`src/rtl/decode_pkg.sv`:
```
// Shared types and encoding constants for the decode queue and its decoder.
package decode_pkg;

    localparam int unsigned ILEN  = 32;
    localparam int unsigned REG_W = 5;
    localparam int unsigned OP_W  = 47;

    // One-hot instruction format; EN_NONE marks an illegal record.
    typedef enum logic [5:0] {
        EN_NONE = 6'b000000,
        EN_R    = 6'b000001,
        EN_I    = 6'b000010,
        EN_S    = 6'b000100,
        EN_B    = 6'b001000,
        EN_U    = 6'b010000,
        EN_J    = 6'b100000
    } EncodingType;

    // Bit positions inside the one-hot operation vector.
    typedef enum logic [5:0] {
        OP_LUI, OP_AUIPC, OP_JAL, OP_JALR,
        OP_BEQ, OP_BNE, OP_BLT, OP_BGE, OP_BLTU, OP_BGEU,
        OP_LB, OP_LH, OP_LW, OP_LBU, OP_LHU,
        OP_SB, OP_SH, OP_SW,
        OP_ADDI, OP_SLTI, OP_SLTIU, OP_XORI, OP_ORI, OP_ANDI,
        OP_SLLI, OP_SRLI, OP_SRAI,
        OP_ADD, OP_SUB, OP_SLL, OP_SLT, OP_SLTU, OP_XOR, OP_SRL, OP_SRA, OP_OR, OP_AND,
        OP_ECALL, OP_EBREAK,
        OP_MUL, OP_MULH, OP_MULHSU, OP_MULHU, OP_DIV, OP_DIVU, OP_REM, OP_REMU
    } op_idx_e;

    typedef logic [OP_W-1:0] InstructionSetM;

    // Decoded record; the PC is stored alongside because its width is a top parameter.
    typedef struct packed {
        EncodingType    en;
        InstructionSetM op;
        logic [REG_W-1:0] rd;
        logic [REG_W-1:0] rs1;
        logic [REG_W-1:0] rs2;
        logic [ILEN-1:0]  imm;
        logic             illegal;
    } decoded_t;

    // Major opcodes, inst[6:2].
    localparam logic [4:0] OPC_LOAD   = 5'b00000;
    localparam logic [4:0] OPC_OP_IMM = 5'b00100;
    localparam logic [4:0] OPC_AUIPC  = 5'b00101;
    localparam logic [4:0] OPC_STORE  = 5'b01000;
    localparam logic [4:0] OPC_OP     = 5'b01100;
    localparam logic [4:0] OPC_LUI    = 5'b01101;
    localparam logic [4:0] OPC_BRANCH = 5'b11000;
    localparam logic [4:0] OPC_JALR   = 5'b11001;
    localparam logic [4:0] OPC_JAL    = 5'b11011;
    localparam logic [4:0] OPC_SYSTEM = 5'b11100;

    localparam logic [6:0] F7_BASE   = 7'b0000000;
    localparam logic [6:0] F7_ALT    = 7'b0100000;
    localparam logic [6:0] F7_MULDIV = 7'b0000001;

    function automatic InstructionSetM op_onehot(input op_idx_e o);
        return InstructionSetM'(1) << o;
    endfunction

endpackage

```
`src/rtl/decode_queue_core.sv`:
```
// Purely combinational RV32I(+M) instruction decoder.
module decode_core
    import decode_pkg::*;
#(
    parameter int unsigned M_EXT = 1
) (
    input  logic [31:0] inst,
    output decoded_t    dec_c
);

    logic [4:0]     opc;
    logic [2:0]     f3;
    logic [6:0]     f7;
    InstructionSetM op_c;
    EncodingType    fmt_c;
    logic           illegal_c;

    assign opc = inst[6:2];
    assign f3  = inst[14:12];
    assign f7  = inst[31:25];

    // Select operation and format; an empty op vector means illegal.
    always_comb begin
        op_c  = '0;
        fmt_c = EN_NONE;
        if (inst[1:0] == 2'b11) begin
            case (opc)
                OPC_LUI:   begin fmt_c = EN_U; op_c = op_onehot(OP_LUI);   end
                OPC_AUIPC: begin fmt_c = EN_U; op_c = op_onehot(OP_AUIPC); end
                OPC_JAL:   begin fmt_c = EN_J; op_c = op_onehot(OP_JAL);   end
                OPC_JALR: begin
                    fmt_c = EN_I;
                    if (f3 == 3'b000) op_c = op_onehot(OP_JALR);
                end
                OPC_BRANCH: begin
                    fmt_c = EN_B;
                    case (f3)
                        3'b000:  op_c = op_onehot(OP_BEQ);
                        3'b001:  op_c = op_onehot(OP_BNE);
                        3'b100:  op_c = op_onehot(OP_BLT);
                        3'b101:  op_c = op_onehot(OP_BGE);
                        3'b110:  op_c = op_onehot(OP_BLTU);
                        3'b111:  op_c = op_onehot(OP_BGEU);
                        default: op_c = '0;
                    endcase
                end
                OPC_LOAD: begin
                    fmt_c = EN_I;
                    case (f3)
                        3'b000:  op_c = op_onehot(OP_LB);
                        3'b001:  op_c = op_onehot(OP_LH);
                        3'b010:  op_c = op_onehot(OP_LW);
                        3'b100:  op_c = op_onehot(OP_LBU);
                        3'b101:  op_c = op_onehot(OP_LHU);
                        default: op_c = '0;
                    endcase
                end
                OPC_STORE: begin
                    fmt_c = EN_S;
                    case (f3)
                        3'b000:  op_c = op_onehot(OP_SB);
                        3'b001:  op_c = op_onehot(OP_SH);
                        3'b010:  op_c = op_onehot(OP_SW);
                        default: op_c = '0;
                    endcase
                end
                OPC_OP_IMM: begin
                    fmt_c = EN_I;
                    case (f3)
                        3'b000: op_c = op_onehot(OP_ADDI);
                        3'b010: op_c = op_onehot(OP_SLTI);
                        3'b011: op_c = op_onehot(OP_SLTIU);
                        3'b100: op_c = op_onehot(OP_XORI);
                        3'b110: op_c = op_onehot(OP_ORI);
                        3'b111: op_c = op_onehot(OP_ANDI);
                        3'b001: if (f7 == F7_BASE) op_c = op_onehot(OP_SLLI);
                        default: begin
                            if (f7 == F7_BASE)     op_c = op_onehot(OP_SRLI);
                            else if (f7 == F7_ALT) op_c = op_onehot(OP_SRAI);
                        end
                    endcase
                end
                OPC_OP: begin
                    fmt_c = EN_R;
                    if (f7 == F7_BASE) begin
                        case (f3)
                            3'b000:  op_c = op_onehot(OP_ADD);
                            3'b001:  op_c = op_onehot(OP_SLL);
                            3'b010:  op_c = op_onehot(OP_SLT);
                            3'b011:  op_c = op_onehot(OP_SLTU);
                            3'b100:  op_c = op_onehot(OP_XOR);
                            3'b101:  op_c = op_onehot(OP_SRL);
                            3'b110:  op_c = op_onehot(OP_OR);
                            default: op_c = op_onehot(OP_AND);
                        endcase
                    end else if (f7 == F7_ALT) begin
                        case (f3)
                            3'b000:  op_c = op_onehot(OP_SUB);
                            3'b101:  op_c = op_onehot(OP_SRA);
                            default: op_c = '0;
                        endcase
                    end else if (f7 == F7_MULDIV && M_EXT != 0) begin
                        case (f3)
                            3'b000:  op_c = op_onehot(OP_MUL);
                            3'b001:  op_c = op_onehot(OP_MULH);
                            3'b010:  op_c = op_onehot(OP_MULHSU);
                            3'b011:  op_c = op_onehot(OP_MULHU);
                            3'b100:  op_c = op_onehot(OP_DIV);
                            3'b101:  op_c = op_onehot(OP_DIVU);
                            3'b110:  op_c = op_onehot(OP_REM);
                            default: op_c = op_onehot(OP_REMU);
                        endcase
                    end
                end
                OPC_SYSTEM: begin
                    fmt_c = EN_I;
                    // Only the exact ECALL/EBREAK encodings are supported; no CSR ops.
                    if (inst[31:7] == 25'h0000000)      op_c = op_onehot(OP_ECALL);
                    else if (inst[31:7] == 25'h0002000) op_c = op_onehot(OP_EBREAK);
                end
                default: op_c = '0;
            endcase
        end
        illegal_c = (op_c == '0);
    end

    // Build the record; fields not used by the format and all fields of an illegal record are zero.
    always_comb begin
        dec_c         = '0;
        dec_c.illegal = illegal_c;
        if (!illegal_c) begin
            dec_c.en = fmt_c;
            dec_c.op = op_c;
            case (fmt_c)
                EN_R: begin
                    dec_c.rd  = inst[11:7];
                    dec_c.rs1 = inst[19:15];
                    dec_c.rs2 = inst[24:20];
                end
                EN_I: begin
                    dec_c.rd  = inst[11:7];
                    dec_c.rs1 = inst[19:15];
                    dec_c.imm = {{20{inst[31]}}, inst[31:20]};
                end
                EN_S: begin
                    dec_c.rs1 = inst[19:15];
                    dec_c.rs2 = inst[24:20];
                    dec_c.imm = {{20{inst[31]}}, inst[31:25], inst[11:7]};
                end
                EN_B: begin
                    dec_c.rs1 = inst[19:15];
                    dec_c.rs2 = inst[24:20];
                    dec_c.imm = {{19{inst[31]}}, inst[31], inst[7], inst[30:25], inst[11:8], 1'b0};
                end
                EN_U: begin
                    dec_c.rd  = inst[11:7];
                    dec_c.imm = {inst[31:12], 12'h000};
                end
                EN_J: begin
                    dec_c.rd  = inst[11:7];
                    dec_c.imm = {{11{inst[31]}}, inst[31], inst[19:12], inst[20], inst[30:21], 1'b0};
                end
                default: dec_c.imm = '0;
            endcase
        end
    end

endmodule

```
`src/rtl/decode_queue.sv`:
```
// Registered decode stage: decode on entry, FIFO of decoded records, trap stall and flush.
module decode_queue
    import decode_pkg::*;
#(
    parameter int unsigned DEPTH            = 4,
    parameter int unsigned XLEN             = 32,
    parameter int unsigned M_EXT            = 1,
    parameter int unsigned STALL_ON_ILLEGAL = 1
) (
    input  logic                     clk,
    input  logic                     rst_n,
    input  logic                     flush,
    input  logic                     in_valid,
    output logic                     in_ready,
    input  logic [31:0]              in_inst,
    input  logic [XLEN-1:0]          in_pc,
    output logic                     out_valid,
    input  logic                     out_ready,
    output logic [XLEN-1:0]          out_pc,
    output EncodingType              out_en,
    output InstructionSetM           out_op,
    output logic [4:0]               out_rd,
    output logic [4:0]               out_rs1,
    output logic [4:0]               out_rs2,
    output logic [31:0]              out_imm,
    output logic                     out_illegal,
    output logic [$clog2(DEPTH):0]   count,
    output logic                     trap_pending
);

    localparam int unsigned PTR_W = $clog2(DEPTH);
    localparam int unsigned CNT_W = PTR_W + 1;

    decoded_t         wr_rec_c;
    decoded_t         head_rec;
    decoded_t         rec_mem_q [DEPTH];
    logic [XLEN-1:0]  pc_mem_q  [DEPTH];

    logic [PTR_W-1:0] wr_ptr_q, wr_ptr_d;
    logic [PTR_W-1:0] rd_ptr_q, rd_ptr_d;
    logic [CNT_W-1:0] count_q, count_d;
    logic             trap_q, trap_d;
    logic             push_c, pop_c;

    decode_core #(.M_EXT(M_EXT)) u_decode (
        .inst  (in_inst),
        .dec_c (wr_rec_c)
    );

    assign in_ready  = (count_q != CNT_W'(DEPTH)) && !trap_q;
    assign out_valid = (count_q != '0);
    assign push_c    = in_valid && in_ready;
    assign pop_c     = out_valid && out_ready;

    // Pointer, occupancy and stall update; flush overrides any handshake.
    always_comb begin
        wr_ptr_d = wr_ptr_q;
        rd_ptr_d = rd_ptr_q;
        count_d  = count_q;
        trap_d   = trap_q;
        if (flush) begin
            wr_ptr_d = '0;
            rd_ptr_d = '0;
            count_d  = '0;
            trap_d   = 1'b0;
        end else begin
            if (push_c) wr_ptr_d = wr_ptr_q + PTR_W'(1);
            if (pop_c)  rd_ptr_d = rd_ptr_q + PTR_W'(1);
            case ({push_c, pop_c})
                2'b10:   count_d = count_q + CNT_W'(1);
                2'b01:   count_d = count_q - CNT_W'(1);
                default: count_d = count_q;
            endcase
            if (push_c && wr_rec_c.illegal && STALL_ON_ILLEGAL != 0) trap_d = 1'b1;
        end
    end

    // Control state registers.
    always_ff @(posedge clk or negedge rst_n) begin
        if (!rst_n) begin
            wr_ptr_q <= '0;
            rd_ptr_q <= '0;
            count_q  <= '0;
            trap_q   <= 1'b0;
        end else begin
            wr_ptr_q <= wr_ptr_d;
            rd_ptr_q <= rd_ptr_d;
            count_q  <= count_d;
            trap_q   <= trap_d;
        end
    end

    // Record storage; contents are only meaningful behind the occupancy count.
    always_ff @(posedge clk) begin
        if (push_c && !flush) begin
            rec_mem_q[wr_ptr_q] <= wr_rec_c;
            pc_mem_q[wr_ptr_q]  <= in_pc;
        end
    end

    assign head_rec     = rec_mem_q[rd_ptr_q];
    assign out_pc       = pc_mem_q[rd_ptr_q];
    assign out_en       = head_rec.en;
    assign out_op       = head_rec.op;
    assign out_rd       = head_rec.rd;
    assign out_rs1      = head_rec.rs1;
    assign out_rs2      = head_rec.rs2;
    assign out_imm      = head_rec.imm;
    assign out_illegal  = head_rec.illegal;
    assign count        = count_q;
    assign trap_pending = trap_q;

endmodule

```
`config.mk`:
```
export PLATFORM = sky130hd
export DESIGN_NAME = decode_queue
export DESIGN_NICKNAME = d
export VERILOG_FILES = /design/src/rtl/decode_pkg.sv /design/src/rtl/decode_queue_core.sv /design/src/rtl/decode_queue.sv
export SDC_FILE = /design/constraint.sdc
export NUM_CORES = 1
export LEC_CHECK = 0
export CORE_ASPECT_RATIO = 1.75
export CORE_MARGIN = 1.5
export CORE_UTILIZATION = 51
export CTS_CLUSTER_DIAMETER = 40
export DETAILED_ROUTE_END_ITERATION = 12
export PLACE_DENSITY_LB_ADDON = 0.05
export SYNTH_ARGS = -nofsm -noshare
export SYNTH_HDL_FRONTEND = slang
export SYNTH_SLANG_ARGS = --single-unit
```
`constraint.sdc`:
```
create_clock -name clk -period 4.29 [get_ports clk]
set_input_delay 0.858 -clock clk [delete_from_list [all_inputs] [get_ports clk]]
set_output_delay 0.858 -clock clk [all_outputs]
set_load 0.02 [all_outputs]
```
==> results of run 1 <==
## report_power, final
| part | leakage [nW] | internal, mW | switching, mW | total, mW |
|---|---|---|---|---|
| Clock | 0.839 | 2.74 | 1.84 | 4.58 |
| Combinational | 2.24 | 2.04 | 1.96 | 4.00 |
| Sequential | 4.45 | 6.13 | 0.178 | 6.31 |
## layer usage
layer,routed length [um],up-vias,GRT usage [%]
met5,14,-,0
met1,16800,5506,26.5
li1,-,4671,-
met2,24100,342,38.3
met3,2530,83,3.95
met4,1410,2,7.92
## synth_stat cells, types with 2 or more instances
cell type / count
mux4_2: 133
mux2i_1: 2
o21ai_0: 5
nor2b_1: 2
clkbuf_1: 32
nor4_1: 4
nor2_1: 53
dfrtp_1: 8
or3_1: 5
nand2b_1: 6
nand2_1: 65
a21oi_1: 6
a31oi_1: 3
xnor2_1: 2
and2_1: 9
a22oi_1: 5
buf_6: 5
nor3_1: 15
a21oi_2: 18
nor2_2: 31
edfxtp_1: 532
or4_1: 5
nand3_1: 9
and3_1: 2
xor2_1: 5
inv_1: 9
and4b_1: 2
buf_1: 15
ha_1: 4
## state kept, by name, summed over array words and instances, names as in the netlist
register / cells
rec_mem_q: 404
count: 3
pc_mem_q: 128
trap_pending: 1
rd_ptr_q: 2
wr_ptr_q: 2
## cells by family after synthesis
| logic type | Yosys count | share of synthesized area (%) |
|---|---|---|
| buffers and inverters | 62 | 1.29 |
| AO/OA/AOI/OAI | 52 | 1.88 |
| flip-flops | 540 | 76.7 |
| multiplexers | 135 | 14.3 |
| XOR/XNOR | 7 | 0.291 |
| adder cells (fa/ha/maj) | 5 | 0.332 |
| AND/OR/NAND/NOR | 219 | 5.18 |
## worst max-delay path, delay by kind of cell (launching register included)
family                 cells  cell delay, ns
buffers and inverters      2            0.98
multiplexers               1            0.60
flip-flops                 1            0.75
## through the flow
step,utilization (%),std cells,setup slack [ns],cell area [um2]
final,63.5,1859,0.506,25900
after global routing,63.5,1859,0.343,25900
after CTS,63.5,1859,0.405,25900
after detailed placement,59.3,1768,0.255,24200
after global placement,59.3,1768,0.303,24200
after floorplan,-,1020,0.900,21100
## layout make-up
cell class,instances,area share (%)
Sequential cell,540,62.4
Multi-Input combinational cell,418,17.9
Timing Repair Buffer,251,10.2
Clock buffer,64,5.28
Tap cell,550,2.66
Clock inverter,27,1.36
Inverter,9,0.130
## worst max path at each step
stage | startpoint | cells after the start | end
2_1_floorplan | count[0] | 4 | pc_mem_q[0][0]
3_3_place_gp | in_inst[26] | 9 | rec_mem_q[0][13]
3_5_place_dp | in_inst[26] | 9 | rec_mem_q[2][13]
4_1_cts | rd_ptr_q[0] | 3 | out_op[42]
5_1_grt | rd_ptr_q[0] | 3 | out_op[42]
6_report | rd_ptr_q[0] | 3 | out_op[42]
==> flow_summary.json, run 1 <==
{
  "fin_hold_ws_ns": 0.543,
  "yosys.area.top_type": "edfxtp_1",
  "finalSetupViolations": 0,
  "ys_types": 57,
  "dieArea_um2": 42600,
  "start_kind": "register",
  "multi_input_area_um2": 4650,
  "synth_seq_cells": 540,
  "required_ns": 3.43,
  "worst_hold_path_type": "reg -> reg",
  "dr.pass1.iters": 5,
  "antenna_cells": 0,
  "dp_hpwl_um": 28900,
  "cts_buffers": 50,
  "synth_top_area_share_pct": 75.8,
  "gp_congestion": 0.815,
  "synth_area_leaders": "edfxtp_1 (76%), mux4_2 (14%), nand2_1 (1.2%)",
  "drt_wl_total_um": 44800,
  "min_period_over_period_pct": 88.2,
  "nFillCells": 2919,
  "num_rows": 98,
  "tightest_slew_ns": 0.811,
  "first_iter_violations": 661,
  "rsz0062_at_grt": "no",
  "clk_path_buf_depth": 3,
  "die_w_um": 157,
  "grt_util_all_layers_pct": 21.7,
  "ys_seq_area_share_pct": 76.7,
  "antenna_found_initial": 1,
  "whs_endpoint": "trap_pending",
  "status": "complete, no violations",
  "vias": 10600,
  "clockRootBuffer": "clkbuf_16",
  "seq_area_um2": 16200,
  "cts_tree": "done",
  "worst_r2r_endpoint": "count[2]",
  "yosys_warnings": 0,
  "powerDensity_nw_per_um2": 574,
  "area_delta_synth_final_pct": 22.9,
  "final_common_cell": "edfxtp_1",
  "drv_cap": 0,
  "syn-num-nets": 1094,
  "hold_viol": 0,
  "r2r_slack_ns": 2.01,
  "critPathMaxStageDelay_ns": 0.75,
  "setup_tns_ns": 0,
  "power_mw": 14.9,
  "wl_per_cell_um": 24.1,
  "clock_latency_ns": 0.56,
  "min_period_ns": 3.78,
  "fin_skew_ns": 0.0118,
  "drc": 0,
  "reg2reg_depth": 8,
  "cts_setup_buffers": 0,
  "clock_sinks": 540,
  "slew_violations": 0,
  "slowest_stage": "dfrtp_4",
  "async_reset_ff_share_pct": 1.48,
  "holdCritStartpoint": "trap_pending",
  "rr_startpoint": "count[1]",
  "nets": 1344,
  "cp_data_arrival_time_ns": 2.93,
  "viasPerCell": 5.70,
  "power_leakage_nw": 7.53,
  "most-common-layout-cells": "edfxtp_1 (532), clkdlybuf4s50_1 (207), mux4_2 (133)",
  "fmax_mhz": 264,
  "synth_edf_count": 532,
  "cts_resized": 0,
  "layout-drive-gt1-share_pct": 23.7,
  "netlist_area_um2": 21100,
  "path_clk_slew_ns": 0.06,
  "start_util_pct": 51.6,
  "htree_levels": 2,
  "postCtsHoldBufs": 0,
  "cp_max_fo": 21,
  "crit_path_end_kind": "primary output",
  "yosys_most_used_dff": "edfxtp_1",
  "path_cells": "buf_4 -> mux4_2 -> clkdlybuf4s50_1",
  "fp.dieH_um": 272,
  "grt_pass1_vias": 11100,
  "overflow": 0,
  "port_buffers": 207,
  "core_area_um2": 40800,
  "critical_path_class": "reg -> out",
  "grt_max_degree": 74,
  "hold_depth": 1,
  "ir_worst_vdd_mv": 0.458,
  "slew-limit-headroom_pct": 45.4,
  "boundaryPins": 208,
  "grt_pass1_wl_um": 67400,
  "drtAntennaViolNets": 0,
  "syn_avg_cell_area_um2": 20.7,
  "syn_inst": 1020
}
No activity file was read; power rests on OpenSTA's default activity.
==> run 2: changes to the inputs <==
- CORE_UTILIZATION: 51 -> 52
- GPL_ROUTABILITY_DRIVEN: unset -> 1
- clock period: 4.29 -> 3.95 ns (I/O delays scaled with it)
==> run 2 against run 1 <==
  * Die area decreased by 1.9%
  * Hold slack got worse by 0.034 ns
  * Power increased by 7.1%
  * Count of clock-buffer cells in the layout decreased by 8
  * Cell area about the same
  * Non-clock buffer count increased by 22
  * Register-to-register slack got worse by 0.37 ns
  * Setup slack got worse by 0.14 ns
  * Critical path type unchanged
  * Highest routed layer is now met4
==> flow_summary.json, run 2 (synthesis results as in run 1) <==
{
  "setup_tns_ns": 0,
  "crit_path_end_kind": "primary output",
  "r2r_slack_ns": 1.64,
  "drtAntennaViolNets": 0,
  "antenna_cells": 0,
  "powerDensity_nw_per_um2": 615,
  "core_area_um2": 40100,
  "most-common-layout-cells": "edfxtp_1 (532), clkdlybuf4s50_1 (207), mux4_2 (133)",
  "clk_path_buf_depth": 3,
  "cp_data_arrival_time_ns": 2.79,
  "overflow": 0,
  "grt_use_met1_pct": 27.6,
  "fmax_mhz": 279,
  "nets": 1365,
  "largest_reg_flops": 404,
  "dr.pass1.iters": 5,
  "grt_max_degree": 43,
  "hold_viol": 0,
  "drv_cap": 0,
  "min_period_ns": 3.58,
  "cts_tree": "done",
  "boundaryPins": 208,
  "clock_sinks": 540,
  "status": "complete, no violations",
  "start_kind": "register",
  "postCtsHoldBufs": 0,
  "drt_wl_total_um": 45500,
  "rr_startpoint": "count[0]",
  "gr-max-usage-layer": "met2",
  "gp_congestion": 0.866,
  "htree_levels": 2,
  "vias": 10600,
  "layout-drive-gt1-share_pct": 25.0,
  "required_ns": 3.16,
  "fin_hold_ws_ns": 0.509,
  "cts_buffers": 49,
  "area_delta_synth_final_pct": 23.0,
  "antenna_found_initial": 0,
  "die_w_um": 155,
  "drc": 0,
  "cts_resized": 0,
  "top_register": "rec_mem_q",
  "worst_r2r_endpoint": "pc_mem_q[3][27]",
  "num_rows": 97,
  "fp.dieH_um": 269,
  "rsz0062_at_grt": "no",
  "port_buffers": 207,
  "ir_worst_vdd_mv": 0.474,
  "cp_max_fo": 38,
  "dp_hpwl_um": 30200,
  "path_clk_slew_ns": 0.06,
  "cts_setup_buffers": 0,
  "wl_per_cell_um": 25.0,
  "slew_violations": 0,
  "power_leakage_nw": 7.60,
  "finalSetupViolations": 0,
  "endpoint": "out_op[0]",
  "use_met2_pct": 39.4,
  "fin_cells": 1825,
  "critical_path_class": "reg -> out",
  "grt_pass1_vias": 11200,
  "fin_skew_ns": 0.00918,
  "met3_usage_pct": 3.47,
  "reg2reg_depth": 5,
  "dieArea_um2": 41800,
  "clock_latency_ns": 0.57,
  "crit_path_start": "rd_ptr_q[0]",
  "first_iter_violations": 629,
  "slew-limit-headroom_pct": 43.3,
  "tightest_slew_ns": 0.843,
  "start_util_pct": 52.6,
  "clockRootBuffer": "clkbuf_16",
  "post-place-cells": 1735,
  "grt_pass1_wl_um": 69100,
  "grt_util_all_layers_pct": 22.3,
  "final_common_cell": "edfxtp_1",
  "min_period_over_period_pct": 90.6,
  "worst_hold_path_type": "in -> async",
  "final_util_pct": 64.7,
  "viasPerCell": 5.83
}
run 2: worst min-delay path by stage:
stage                 startpoint           end  slack, ns  cells after the start
floorplan                  rst_n      count[0]       0.49                      0
global placement    trap_pending  trap_pending       0.54                      1
detailed placement  trap_pending  trap_pending       0.55                      1
CTS                        rst_n      count[0]       0.49                      1
global route               rst_n  trap_pending       0.52                      1
finish                     rst_n      count[0]       0.51                      1
run 2: power breakdown:
| group | switching, mW | internal [mW] |
|---|---|---|
| Sequential | 0.161 | 6.66 |
| Clock | 2.02 | 2.69 |
| Combinational | 2.18 | 2.24 |
run 2: worst max-delay path: stages, from the launching register on:
cell             delay [ns]
dfrtp_4                0.63
buf_12                 0.35
mux4_2                 0.63
clkdlybuf4s50_1        0.57
run 2: metrics by stage:
step / instance area (um2) / setup WS [ns] / total power [mW]
6_report: 25900 / 0.370 / 15.9
2_1_floorplan: 21100 / 0.560 / 9.45
4_1_cts: 25900 / 0.283 / 16.2
5_1_grt: 25900 / 0.264 / 16.5
3_5_place_dp: 24300 / -0.0135 / 11.5
3_3_place_gp: 24300 / 0.0501 / 11.4
run 2: cell type report:
cell class | count | area [um2]
clock inverters | 34 | 310
flip-flops and latches | 540 | 16200
well taps | 495 | 619
repair buffers | 273 | 2830
inverters | 9 | 33.8
clock buffers | 56 | 1290
fillers | 2803 | 14100
multi-input cells | 418 | 4650
run 2: metal layers:
metal / vias to the layer above / share of wire (%)
met2: 324 / 54
met4: 0 / 3.9
met3: 86 / 4.7
met1: 5524 / 38
li1: 4707 / -
met5: - / 0
